<file path="src/rtl/lsu_if.sv">
// Bus interfaces of the load/store unit.
//   lsu_req_if : core <-> LSU request/response handshake (master = core, slave = LSU)
//   lsu_mem_if : LSU <-> data memory request/grant/response (master = LSU, slave = memory)
interface lsu_req_if #(
    parameter int ADDR_W = 32
);
    logic              req_valid;
    logic              req_ready;
    logic              req_we;
    logic [2:0]        req_funct3;
    logic [ADDR_W-1:0] req_addr;
    logic [31:0]       req_wdata;
    logic              resp_valid;
    logic [31:0]       resp_rdata;
    logic              resp_err;

    modport master (
        output req_valid, req_we, req_funct3, req_addr, req_wdata,
        input  req_ready, resp_valid, resp_rdata, resp_err
    );
    modport slave (
        input  req_valid, req_we, req_funct3, req_addr, req_wdata,
        output req_ready, resp_valid, resp_rdata, resp_err
    );
endinterface

interface lsu_mem_if #(
    parameter int ADDR_W = 32
);
    logic              mem_req;
    logic              mem_we;
    logic [3:0]        mem_be;
    logic [ADDR_W-3:0] mem_addr;
    logic [31:0]       mem_wdata;
    logic              mem_gnt;
    logic              mem_rvalid;
    logic [31:0]       mem_rdata;

    modport master (
        output mem_req, mem_we, mem_be, mem_addr, mem_wdata,
        input  mem_gnt, mem_rvalid, mem_rdata
    );
    modport slave (
        input  mem_req, mem_we, mem_be, mem_addr, mem_wdata,
        output mem_gnt, mem_rvalid, mem_rdata
    );
endinterface

</file>
<file path="src/rtl/lsu.sv">
// Load/store unit: turns one RV32I load/store into a word-addressed, byte-enabled
// memory transaction over a req/gnt/rvalid protocol and returns extended load data
// or a store acknowledge. Illegal or misaligned requests are answered with an error
// without touching memory.
// Optional feature: define LSU_TIMEOUT_EN to abort a WAIT that lasts TIMEOUT cycles.
module lsu #(
    parameter int ADDR_W  = 32,
    parameter int TIMEOUT = 255
) (
    input  logic      clk,
    input  logic      reset,
    lsu_req_if.slave  core,
    lsu_mem_if.master mem
);
    typedef enum logic [1:0] {IDLE, REQ, WAIT, RESP} state_t;

    state_t            state_q, state_d;
    logic              we_q, we_d;
    logic [2:0]        funct3_q, funct3_d;
    logic [1:0]        off_q, off_d;
    logic              mem_req_q, mem_req_d;
    logic              mem_we_q, mem_we_d;
    logic [3:0]        mem_be_q, mem_be_d;
    logic [ADDR_W-3:0] mem_addr_q, mem_addr_d;
    logic [31:0]       mem_wdata_q, mem_wdata_d;
    logic [31:0]       resp_rdata_q, resp_rdata_d;
    logic              resp_err_q, resp_err_d;

    logic              is_legal;
    logic              is_misaligned;
    logic [3:0]        be_new;
    logic [31:0]       wdata_new;
    logic [31:0]       shifted;
    logic [31:0]       load_data;

`ifdef LSU_TIMEOUT_EN
    localparam int CNT_W = $clog2(TIMEOUT + 1);
    logic [CNT_W-1:0]  cnt_q, cnt_d;
`endif

    // Decode the incoming request: legality, alignment, lane enables and replicated store data
    always_comb begin
        is_legal      = 1'b0;
        is_misaligned = 1'b0;
        be_new        = 4'b1111;
        wdata_new     = core.req_wdata;
        case (core.req_funct3)
            3'b000, 3'b001, 3'b010: is_legal = 1'b1;
            3'b100, 3'b101:         is_legal = !core.req_we;
            default:                is_legal = 1'b0;
        endcase
        case (core.req_funct3[1:0])
            2'b00: begin
                be_new    = 4'b0001 << core.req_addr[1:0];
                wdata_new = {4{core.req_wdata[7:0]}};
            end
            2'b01: begin
                be_new        = core.req_addr[1] ? 4'b1100 : 4'b0011;
                wdata_new     = {2{core.req_wdata[15:0]}};
                is_misaligned = core.req_addr[0];
            end
            default: begin
                is_misaligned = (core.req_addr[1:0] != 2'b00);
            end
        endcase
    end

    // Align the returned word to the addressed lane and sign/zero extend
    always_comb begin
        shifted = mem.mem_rdata >> {off_q, 3'b000};
        case (funct3_q)
            3'b000:  load_data = {{24{shifted[7]}}, shifted[7:0]};
            3'b001:  load_data = {{16{shifted[15]}}, shifted[15:0]};
            3'b100:  load_data = {24'd0, shifted[7:0]};
            3'b101:  load_data = {16'd0, shifted[15:0]};
            default: load_data = shifted;
        endcase
    end

    // Next-state and registered-output logic of the transaction FSM
    always_comb begin
        state_d      = state_q;
        we_d         = we_q;
        funct3_d     = funct3_q;
        off_d        = off_q;
        mem_req_d    = 1'b0;
        mem_we_d     = mem_we_q;
        mem_be_d     = mem_be_q;
        mem_addr_d   = mem_addr_q;
        mem_wdata_d  = mem_wdata_q;
        resp_rdata_d = resp_rdata_q;
        resp_err_d   = resp_err_q;
`ifdef LSU_TIMEOUT_EN
        cnt_d        = cnt_q;
`endif
        case (state_q)
            IDLE: begin
                if (core.req_valid) begin
                    we_d     = core.req_we;
                    funct3_d = core.req_funct3;
                    off_d    = core.req_addr[1:0];
                    if (is_legal && !is_misaligned) begin
                        state_d     = REQ;
                        mem_req_d   = 1'b1;
                        mem_we_d    = core.req_we;
                        mem_be_d    = be_new;
                        mem_addr_d  = core.req_addr[ADDR_W-1:2];
                        mem_wdata_d = wdata_new;
                    end else begin
                        // Rejected before any memory access
                        state_d      = RESP;
                        resp_err_d   = 1'b1;
                        resp_rdata_d = 32'd0;
                    end
                end
            end
            REQ: begin
                mem_req_d = 1'b1;
                if (mem.mem_gnt) begin
                    state_d   = WAIT;
                    mem_req_d = 1'b0;
`ifdef LSU_TIMEOUT_EN
                    cnt_d     = '0;
`endif
                end
            end
            WAIT: begin
                if (mem.mem_rvalid) begin
                    state_d      = RESP;
                    resp_err_d   = 1'b0;
                    resp_rdata_d = we_q ? 32'd0 : load_data;
                end
`ifdef LSU_TIMEOUT_EN
                else begin
                    cnt_d = cnt_q + 1'b1;
                    if (cnt_d == CNT_W'(TIMEOUT)) begin
                        state_d      = RESP;
                        resp_err_d   = 1'b1;
                        resp_rdata_d = 32'd0;
                    end
                end
`endif
            end
            default: begin
                state_d = IDLE;
            end
        endcase
    end

    // State and output registers
    always_ff @(posedge clk or negedge reset) begin
        if (!reset) begin
            state_q      <= IDLE;
            we_q         <= 1'b0;
            funct3_q     <= 3'd0;
            off_q        <= 2'd0;
            mem_req_q    <= 1'b0;
            mem_we_q     <= 1'b0;
            mem_be_q     <= 4'd0;
            mem_addr_q   <= '0;
            mem_wdata_q  <= 32'd0;
            resp_rdata_q <= 32'd0;
            resp_err_q   <= 1'b0;
`ifdef LSU_TIMEOUT_EN
            cnt_q        <= '0;
`endif
        end else begin
            state_q      <= state_d;
            we_q         <= we_d;
            funct3_q     <= funct3_d;
            off_q        <= off_d;
            mem_req_q    <= mem_req_d;
            mem_we_q     <= mem_we_d;
            mem_be_q     <= mem_be_d;
            mem_addr_q   <= mem_addr_d;
            mem_wdata_q  <= mem_wdata_d;
            resp_rdata_q <= resp_rdata_d;
            resp_err_q   <= resp_err_d;
`ifdef LSU_TIMEOUT_EN
            cnt_q        <= cnt_d;
`endif
        end
    end

    assign core.req_ready  = (state_q == IDLE);
    assign core.resp_valid = (state_q == RESP);
    assign core.resp_rdata = resp_rdata_q;
    assign core.resp_err   = resp_err_q;
    assign mem.mem_req     = mem_req_q;
    assign mem.mem_we      = mem_we_q;
    assign mem.mem_be      = mem_be_q;
    assign mem.mem_addr    = mem_addr_q;
    assign mem.mem_wdata   = mem_wdata_q;
endmodule

</file>
<file path="src/flat_wrapper.sv">
// flat-port wrapper written by rule: the top's interface ports become plain ports
module lsu_flat 
#(
    parameter int ADDR_W  = 32,
    parameter int TIMEOUT = 255
)
  (clk, reset, core_req_valid, core_req_we, core_req_funct3, core_req_addr, core_req_wdata, core_req_ready, core_resp_valid, core_resp_rdata, core_resp_err, mem_mem_req, mem_mem_we, mem_mem_be, mem_mem_addr, mem_mem_wdata, mem_mem_gnt, mem_mem_rvalid, mem_mem_rdata);
  lsu_req_if #(.ADDR_W(ADDR_W)) core_i ();
  lsu_mem_if #(.ADDR_W(ADDR_W)) mem_i ();
  input  logic clk;
  input  logic reset;
  input wire logic [$bits(core_i.req_valid)-1:0] core_req_valid;
  input wire logic [$bits(core_i.req_we)-1:0] core_req_we;
  input wire logic [$bits(core_i.req_funct3)-1:0] core_req_funct3;
  input wire logic [$bits(core_i.req_addr)-1:0] core_req_addr;
  input wire logic [$bits(core_i.req_wdata)-1:0] core_req_wdata;
  output wire logic [$bits(core_i.req_ready)-1:0] core_req_ready;
  output wire logic [$bits(core_i.resp_valid)-1:0] core_resp_valid;
  output wire logic [$bits(core_i.resp_rdata)-1:0] core_resp_rdata;
  output wire logic [$bits(core_i.resp_err)-1:0] core_resp_err;
  output wire logic [$bits(mem_i.mem_req)-1:0] mem_mem_req;
  output wire logic [$bits(mem_i.mem_we)-1:0] mem_mem_we;
  output wire logic [$bits(mem_i.mem_be)-1:0] mem_mem_be;
  output wire logic [$bits(mem_i.mem_addr)-1:0] mem_mem_addr;
  output wire logic [$bits(mem_i.mem_wdata)-1:0] mem_mem_wdata;
  input wire logic [$bits(mem_i.mem_gnt)-1:0] mem_mem_gnt;
  input wire logic [$bits(mem_i.mem_rvalid)-1:0] mem_mem_rvalid;
  input wire logic [$bits(mem_i.mem_rdata)-1:0] mem_mem_rdata;
  assign core_i.req_valid = core_req_valid;
  assign core_i.req_we = core_req_we;
  assign core_i.req_funct3 = core_req_funct3;
  assign core_i.req_addr = core_req_addr;
  assign core_i.req_wdata = core_req_wdata;
  assign core_req_ready = core_i.req_ready;
  assign core_resp_valid = core_i.resp_valid;
  assign core_resp_rdata = core_i.resp_rdata;
  assign core_resp_err = core_i.resp_err;
  assign mem_mem_req = mem_i.mem_req;
  assign mem_mem_we = mem_i.mem_we;
  assign mem_mem_be = mem_i.mem_be;
  assign mem_mem_addr = mem_i.mem_addr;
  assign mem_mem_wdata = mem_i.mem_wdata;
  assign mem_i.mem_gnt = mem_mem_gnt;
  assign mem_i.mem_rvalid = mem_mem_rvalid;
  assign mem_i.mem_rdata = mem_mem_rdata;
  lsu #(.ADDR_W(ADDR_W), .TIMEOUT(TIMEOUT)) u_core (.clk(clk), .reset(reset), .core(core_i), .mem(mem_i));
endmodule
</file>
<file path="config.mk">
export PLATFORM = sky130hd
export DESIGN_NAME = lsu_flat
export DESIGN_NICKNAME = d
export VERILOG_FILES = /design/src/rtl/lsu_if.sv /design/src/rtl/lsu.sv /design/src/flat_wrapper.sv
export SDC_FILE = /design/constraint.sdc
export NUM_CORES = 1
export LEC_CHECK = 0
export ABC_AREA = 1
export CORE_ASPECT_RATIO = 0.7
export CORE_UTILIZATION = 44
export DETAILED_ROUTE_END_ITERATION = 6
export PLACE_DENSITY = 0.92
export SETUP_SLACK_MARGIN = 0.02
export SYNTH_ARGS = -nofsm -noshare
export SYNTH_HDL_FRONTEND = slang
export SYNTH_SLANG_ARGS = --single-unit
</file>
<file path="constraint.sdc">
create_clock -name clk -period 2.3 [get_ports clk]
set_input_delay 0.46 -clock clk [delete_from_list [all_inputs] [get_ports clk]]
set_output_delay 0.46 -clock clk [all_outputs]
set_load 0.01 [all_outputs]
</file>
* Yosys cells after proc, flatten, opt, wreduce, memory -nomap -nowiden
Index checks and enable logic that the tools add are counted.
** Word-level totals
- Register bits :: 109
- Latch bits :: 0
- Bits in writable memories :: 0
- Bits in read-only memories :: 0
- Input port bits :: 105
- Logic and storage cells :: 67
- Memories :: 0
** Operators by class
- Add/subtract/negate cells :: 0
- Multipliers :: 0
- Div/mod/pow operators :: 0
- Magnitude comparators :: 0
- Equality and inequality tests :: 15
- Shifts and indexed selects :: 2
- Muxes and demuxes :: 24
- Bitwise gates (word level) :: 0
- Reductions and logical operators :: 15
** Operator list (number)
- 32-bit 2-to-1 mux :: 4
- 32-bit case mux with 2 select lines :: 2
- 32-bit case mux with 4 select lines :: 1
- 32-bit by 5-bit right shift with 32-bit output :: 1
- 3-bit == test (second input constant) :: 4
- 2-bit 2-to-1 mux :: 4
- 2-bit inequality test (second input constant) :: 4
- 1-bit case mux with 2 select lines :: 4
- 4-bit case mux with 2 select lines :: 1
- 3-bit by 1-bit == test with 1-bit output (second input constant) :: 2
- 3-bit logical NOT :: 2
- 1-bit 2-to-1 mux :: 6
- 2-bit case mux with 3 select lines :: 1
- 3-bit AND reduction :: 2
- 2-bit by 1-bit == test with 1-bit output (second input constant) :: 2
- 2-bit == test (second input constant) :: 2
- 2-bit logical NOT :: 2
- 4-bit 2-to-1 mux :: 1
- 4-bit AND reduction :: 1
- 2-bit nonzero test :: 2
- 1-bit by 2-bit left shift with 4-bit output (first input constant) :: 1
- 3-bit by 2-bit == test with 1-bit output (second input constant) :: 1
- 3-bit OR reduction :: 1
- 1-bit logical NOT :: 2
- 3 further kinds :: 3

* Depth between registers and ports, before layout
- Depth after elaboration :: 7
- Mapped depth :: 11
- Gate-level depth less buffers :: 9

* Worst setup path after synthesis
OpenSTA, ideal clock, no wires.
- Path kind :: flip-flop to flip-flop
- From :: register u_core.state_q[0]
- To :: register u_core.resp_rdata_q[7], in the netlist u_core.core.resp_rdata[7]
- Library setup time :: 118 ps
- Data arrival time :: 1537 ps
- Setup slack :: 645 ps
- Cell stages (with the launch flop) :: 11
- Path through :: dfrtp_1 inv_1 ha_1 inv_1 o21ai_0 nor2_1 nand2_2 nor2_4 buf_4 nand3_1 nand2_1
** On the way
- Cells in the longest elaborated chain, start to end :: 3
** Ends and longest elaborated chain
- start, declared :: RTL line lsu.sv:17 : state_t state_q, state_d;
- start signal, assigned :: RTL line lsu.sv:168 : state_q <= state_d;
- 2-bit logical NOT *
- via core_req_ready :: RTL line flat_wrapper.sv:17 : output wire logic [$bits(core_i.req_ready)-1:0] core_req_ready;
- 2-bit inequality test (no source line) / 2-bit nonzero test (equally long branches)
- 4-bit AND reduction (no source line)
- end signal, assigned :: RTL line lsu.sv:177 : resp_rdata_q <= resp_rdata_d;
- end, declared :: RTL line lsu.sv:26 : logic [31:0] resp_rdata_q, resp_rdata_d;
Mark *: on every way through the listed nets, which the timed path passes. The rest lies on a longest branch.
A chain may end at the register's enable or synchronous reset.

* Final worst setup path
- From :: register u_core.state_q[0]
- To :: output port core_req_ready
** On the way
- Cells in the longest elaborated chain, start to end :: 1
** Ends and longest elaborated chain
- 2-bit logical NOT :: RTL line lsu.sv:185 : assign core.req_ready = (state_q == IDLE);
- end, declared :: RTL line flat_wrapper.sv:17
Every way passes these cells.

==> reports/results.env <==
STATUS='completed'
LAYOUT_WORST_PATH_CYCLE_SHARE_PCT=93.22
YOSYS.AREA_SHARE.ADDER_PCT=1.176
ROOT_BUFFER='sky130_fd_sc_hd__clkbuf_16'
CTS_NUM_SINKS=109
ANTENNA_FOUND_INITIAL=0
VIAS_IN_THE_FIRST_GLOBAL_ROUTE=4672
FINAL_UTIL_PCT=66.91
CLK_PATH_BUF_DEPTH=2
HOLDCRITPATHCLASS='reg -> reg'
POST_SYNTH_INSTANCE_AREA_UM2=5319
FINAL_CELL_COUNT_NO_FILL=1059
REMAINING_DRC_ERRORS=0
CLOCK_TREE_FROM_TRITONCTS='yes'
CRIT_ARRIVAL_NS=1.68
GATE_COUNT_AFTER_TECHNOLOGY_MAPPING=699
FILL_CELLS=960
AREA_DELTA_SYNTH_FINAL_PCT=47.52
LARGEST_FAMILY_OF_LOGIC_CELLS_BY_SYNTHESIZED_AREA='simple AND/OR/NAND/NOR gates'
WORSTPATHCELLLIST='inv_1 > ha_4 > clkdlybuf4s50_1'
MAX_CAP_VIOLATIONS=0
DIE_WIDTH_UM=133.4
POST_DRT_VIA_CELL_RATIO=4.922
SYNTHESIS.YOSYS.WARNINGS=0
LAYOUT.NETS=1007
CTS-BUFFERS-INSERTED=9
SETUP_VIOLATIONS=0
DETAILEDROUTE.FIRSTPASSITERATIONCOUNT=5
WORST-R2R-SETUP-SLACK_NS=0.46
DIE_HEIGHT_UM=93.99
SYNTH.FF_LATCH_COUNT=109
SYNTHXORXNORAREAFRAC_PCT=0
DR.FIRST_ITER.DRC_COUNT=420
SYNTH_FF_TYPE='sky130_fd_sc_hd__dfrtp_1'
NUM_ANTENNA_CELLS=0
OVERFLOW=0
POST_SYNTH.CELL_AREA_AVG_UM2=7.609
DRTANTENNAVIOLNETS=0
SYNTH_ASYNC_SR_FLOP_SHARE_PCT=100.0
FP.COREAREA_UM2=11730
VIAS=5212
YOSYSTOPAREACELLSHARE_PCT=51.28
TOP_POST_SYNTHESIS_CELLS_BY_AREA='sky130_fd_sc_hd__dfrtp_1, sky130_fd_sc_hd__nand2_1, sky130_fd_sc_hd__o21ai_0, sky130_fd_sc_hd__inv_1, sky130_fd_sc_hd__nand3_1'
SETUP-TNS-FINAL_NS=0
WORST_CASE_HEADROOM_TO_THE_MAX_SLEW_LIMIT_PCT=60.70
WIRE_PER_INST_UM=14.22
LEAKAGE_nW=3.847
WIRELENGTH_UM=15060
CRITICAL_PATH_CLASS='reg -> out'
NUMPLACEDINSTANCES=1042
SYNTH_CELL_TYPE_COUNT=24
GRT_SETUP_UNREPAIRED='false'
PERIOD_MINUS_SLACK_NS=2.144
SYNTH_COMPOUND_GATE_AREA_SHARE_PCT=9.951
GRTUSAGETOTAL_PCT=24.43
FP.DIEAREA_UM2=12540
SYNTHMUXAREASHARE_PCT=0.2117
CRITICAL_PATH.SLOWEST_CELL='sky130_fd_sc_hd__clkdlybuf4s50_1'
CELL_FAMILY_WITH_THE_LARGEST_SHARE_OF_CRITICAL_PATH_DELAY='buffers and inverters'
IO_PINS=208
CLK-INSERTION-DELAY-LATE_NS=0.34
POST_LAYOUT_POWER_mW=9.400
POWER_DENSITY_nW_PER_UM2=1198
TIMING.CRITICAL_PATH.BUF_INV=2
MAX_SLEW.WORST_PIN.SLEW_NS=0.5873
CTS_SETUP_BUFFERS=0
WORST_SETUP_PATH_END_KIND='output port'
CTS_MAX_LEVEL=3
WORST-PATH-MAX-FANOUT=7
WORST_SETUP_HOLD_PATH_CLK_SLEW_NS=0.08
SYNTH_TOP_CELL_BY_AREA='sky130_fd_sc_hd__dfrtp_1'
GLOBAL_ROUTE_WIRE_LENGTH_BEFORE_REPAIR_UM=23960
GRT_START_MAX_NET_PINS=61
HPWL_REPORTED_AT_THE_END_OF_DETAILED_PLACEMENT_UM=11140
MAXSLEWVIOLCOUNT=0
FINALHOLDVIOLCOUNT=0
GP_CONGESTION=0.9255
PLACED_CELL_AREA_UM2=7538
CRITICAL_PATH.STARTPOINT_TYPE='flop'
STANDARD_CELL_ROW_COUNT=33
SYNTH-SIMPLE-AREA-SHARE_PCT=30.35
SYNTH_SEQ_AREA_SHARE_PCT=51.28
CRITPATHREQUIREDTIME_NS=1.84
DRIVE_GT1_SHARE_PCT=5.765
VDD_IR_DROP_MAX_V=0.0006447
FINAL.SETUP_SKEW_NS=0.008239
START_UTIL_PCT=45.36
DELAY_OF_THE_SLOWEST_CRITICAL_PATH_STAGE_NS=0.57
FINAL_DESIGN_AREA_NO_FILL_UM2=7846
SYNTHESIS.NETS=809
SYNTH_ENABLE_FLOP_CELLS=0
MAX_FREQ_MHz=466.4
PORT_BUFFERS=207
==> sequential cells by signal, summed over array words and instances, names as in the netlist <==
name,count
u_core.core.resp_err,1
u_core.mem.mem_be,4
u_core.funct3_q,3
u_core.mem.mem_addr,30
u_core.core.resp_rdata,32
u_core.we_q,1
u_core.state_q,2
u_core.off_q,2
u_core.mem.mem_req,1
u_core.mem.mem_wdata,32
u_core.mem.mem_we,1
==> layout make-up <==
class | instances | area [µm²] | area share (%)
flip-flops and latches | 109 | 2728 | 34.76
repair buffers | 225 | 2257 | 28.77
multi-input cells | 512 | 2230 | 28.42
clock buffers | 9 | 225.2 | 2.870
well taps | 157 | 196.4 | 2.504
inverters | 40 | 150.1 | 1.914
clock inverters | 7 | 60.06 | 0.7654
==> final timing paths <==
| path | from | to | depth (start not counted) |
|---|---|---|---|
| setup / recovery | u_core.state_q[0]$_DFFE_PN0P_ | core_req_ready | 3 |
| hold / removal | u_core.mem.mem_addr[16]$_DFFE_PN0P_ | u_core.mem.mem_addr[16]$_DFFE_PN0P_ | 2 |
| setup reg to reg | u_core.state_q[0]$_DFFE_PN0P_ | u_core.core.resp_rdata[31]$_DFFE_PN0P_ | 10 |
| hold reg to reg | u_core.mem.mem_addr[16]$_DFFE_PN0P_ | u_core.mem.mem_addr[16]$_DFFE_PN0P_ | 2 |
| max in group asynchronous | reset | u_core.core.resp_err$_DFFE_PN0P_ | 3 |
| min in group asynchronous | reset | u_core.mem.mem_wdata[20]$_DFFE_PN0P_ | 2 |
==> worst reg2reg max path, delay by kind of cell (launching register included) <==
family                   cells  cell delay, ns
AO/OA/AOI/OAI                1            0.11
adder cells (fa/ha/maj)      1            0.28
buffers and inverters        2            0.31
flip-flops                   1            0.40
AND/OR/NAND/NOR              6            0.69
==> synthesized netlist by cell type (2+ instances only) <==
master / n
sky130_fd_sc_hd__buf_2: 17
sky130_fd_sc_hd__dfrtp_1: 109
sky130_fd_sc_hd__buf_4: 6
sky130_fd_sc_hd__clkbuf_1: 7
sky130_fd_sc_hd__o21ai_1: 3
sky130_fd_sc_hd__nor2_4: 3
sky130_fd_sc_hd__nand3_1: 26
sky130_fd_sc_hd__a21oi_1: 13
sky130_fd_sc_hd__buf_1: 3
sky130_fd_sc_hd__o211ai_1: 7
sky130_fd_sc_hd__nand3_2: 2
sky130_fd_sc_hd__nand2_2: 4
sky130_fd_sc_hd__buf_6: 5
sky130_fd_sc_hd__o21a_1: 2
sky130_fd_sc_hd__o21ai_0: 75
sky130_fd_sc_hd__inv_1: 35
sky130_fd_sc_hd__nor2_1: 9
sky130_fd_sc_hd__inv_2: 5
sky130_fd_sc_hd__nand2_1: 359
sky130_fd_sc_hd__ha_1: 5
==> timing repair <==
action	CTS	global route
resized for setup	1	1
endpoints found under the hold margin	12	0
gates cloned	0	0
hold buffers	1	0
setup endpoints to repair	1	1
==> cell families (layout without fill, tap and decap cells) <==
logic type,count (synthesis),count (layout)
AO/OA/AOI/OAI,101,101
adder cells (fa/ha/maj),5,5
buffers and inverters,78,281
flip-flops,109,109
multiplexers,1,1
AND/OR/NAND/NOR,405,405
==> power breakdown <==
group	switching, mW	internal, mW	leakage (nW)
combinational	2.43	2.26	2.31
clock	0.736	0.751	0.139
sequential	0.481	2.74	1.40
==> stage by stage <==
| stage | worst slack, ns | hold WS, ns |
|---|---|---|
| 2_1_floorplan | 0.6454 | 0.1644 |
| 3_3_place_gp | 0.1787 | 0.3315 |
| 3_5_place_dp | 0.1042 | 0.3389 |
| 4_1_cts | 0.08290 | 0.4759 |
| 5_1_grt | 0.06786 | 0.4921 |
| 6_report | 0.1560 | 0.4745 |
==> metal layers <==
| layer | up-vias | wire length, µm | track usage (%) |
|---|---|---|---|
| li1 | 2588 | - | - |
| met1 | 2376 | 7097 | 36.19 |
| met2 | 222 | 6414 | 34.20 |
| met3 | 26 | 1228 | 6.904 |
| met4 | 0 | 322 | 7.386 |
| met5 | - | 0 | 0 |
==> layout by cell type (no fill, tap or decap), types with 2 or more instances in the layout <==
cell type                           n
sky130_fd_sc_hd__a21oi_1           13
sky130_fd_sc_hd__buf_12             4
sky130_fd_sc_hd__buf_4             14
sky130_fd_sc_hd__clkbuf_16          9
sky130_fd_sc_hd__clkdlybuf4s50_1  206
sky130_fd_sc_hd__clkinv_2           2
sky130_fd_sc_hd__dfrtp_1          109
sky130_fd_sc_hd__ha_1               4
sky130_fd_sc_hd__inv_1             35
sky130_fd_sc_hd__inv_2              5
sky130_fd_sc_hd__inv_6              2
sky130_fd_sc_hd__nand2_1          359
sky130_fd_sc_hd__nand2_2            4
sky130_fd_sc_hd__nand3_1           26
sky130_fd_sc_hd__nand3_2            2
sky130_fd_sc_hd__nor2_1             9
sky130_fd_sc_hd__nor2_4             3
sky130_fd_sc_hd__o211ai_1           7
sky130_fd_sc_hd__o21a_1             2
sky130_fd_sc_hd__o21ai_0           75
sky130_fd_sc_hd__o21ai_1            3
No activity file was read; power rests on OpenSTA's default activity.
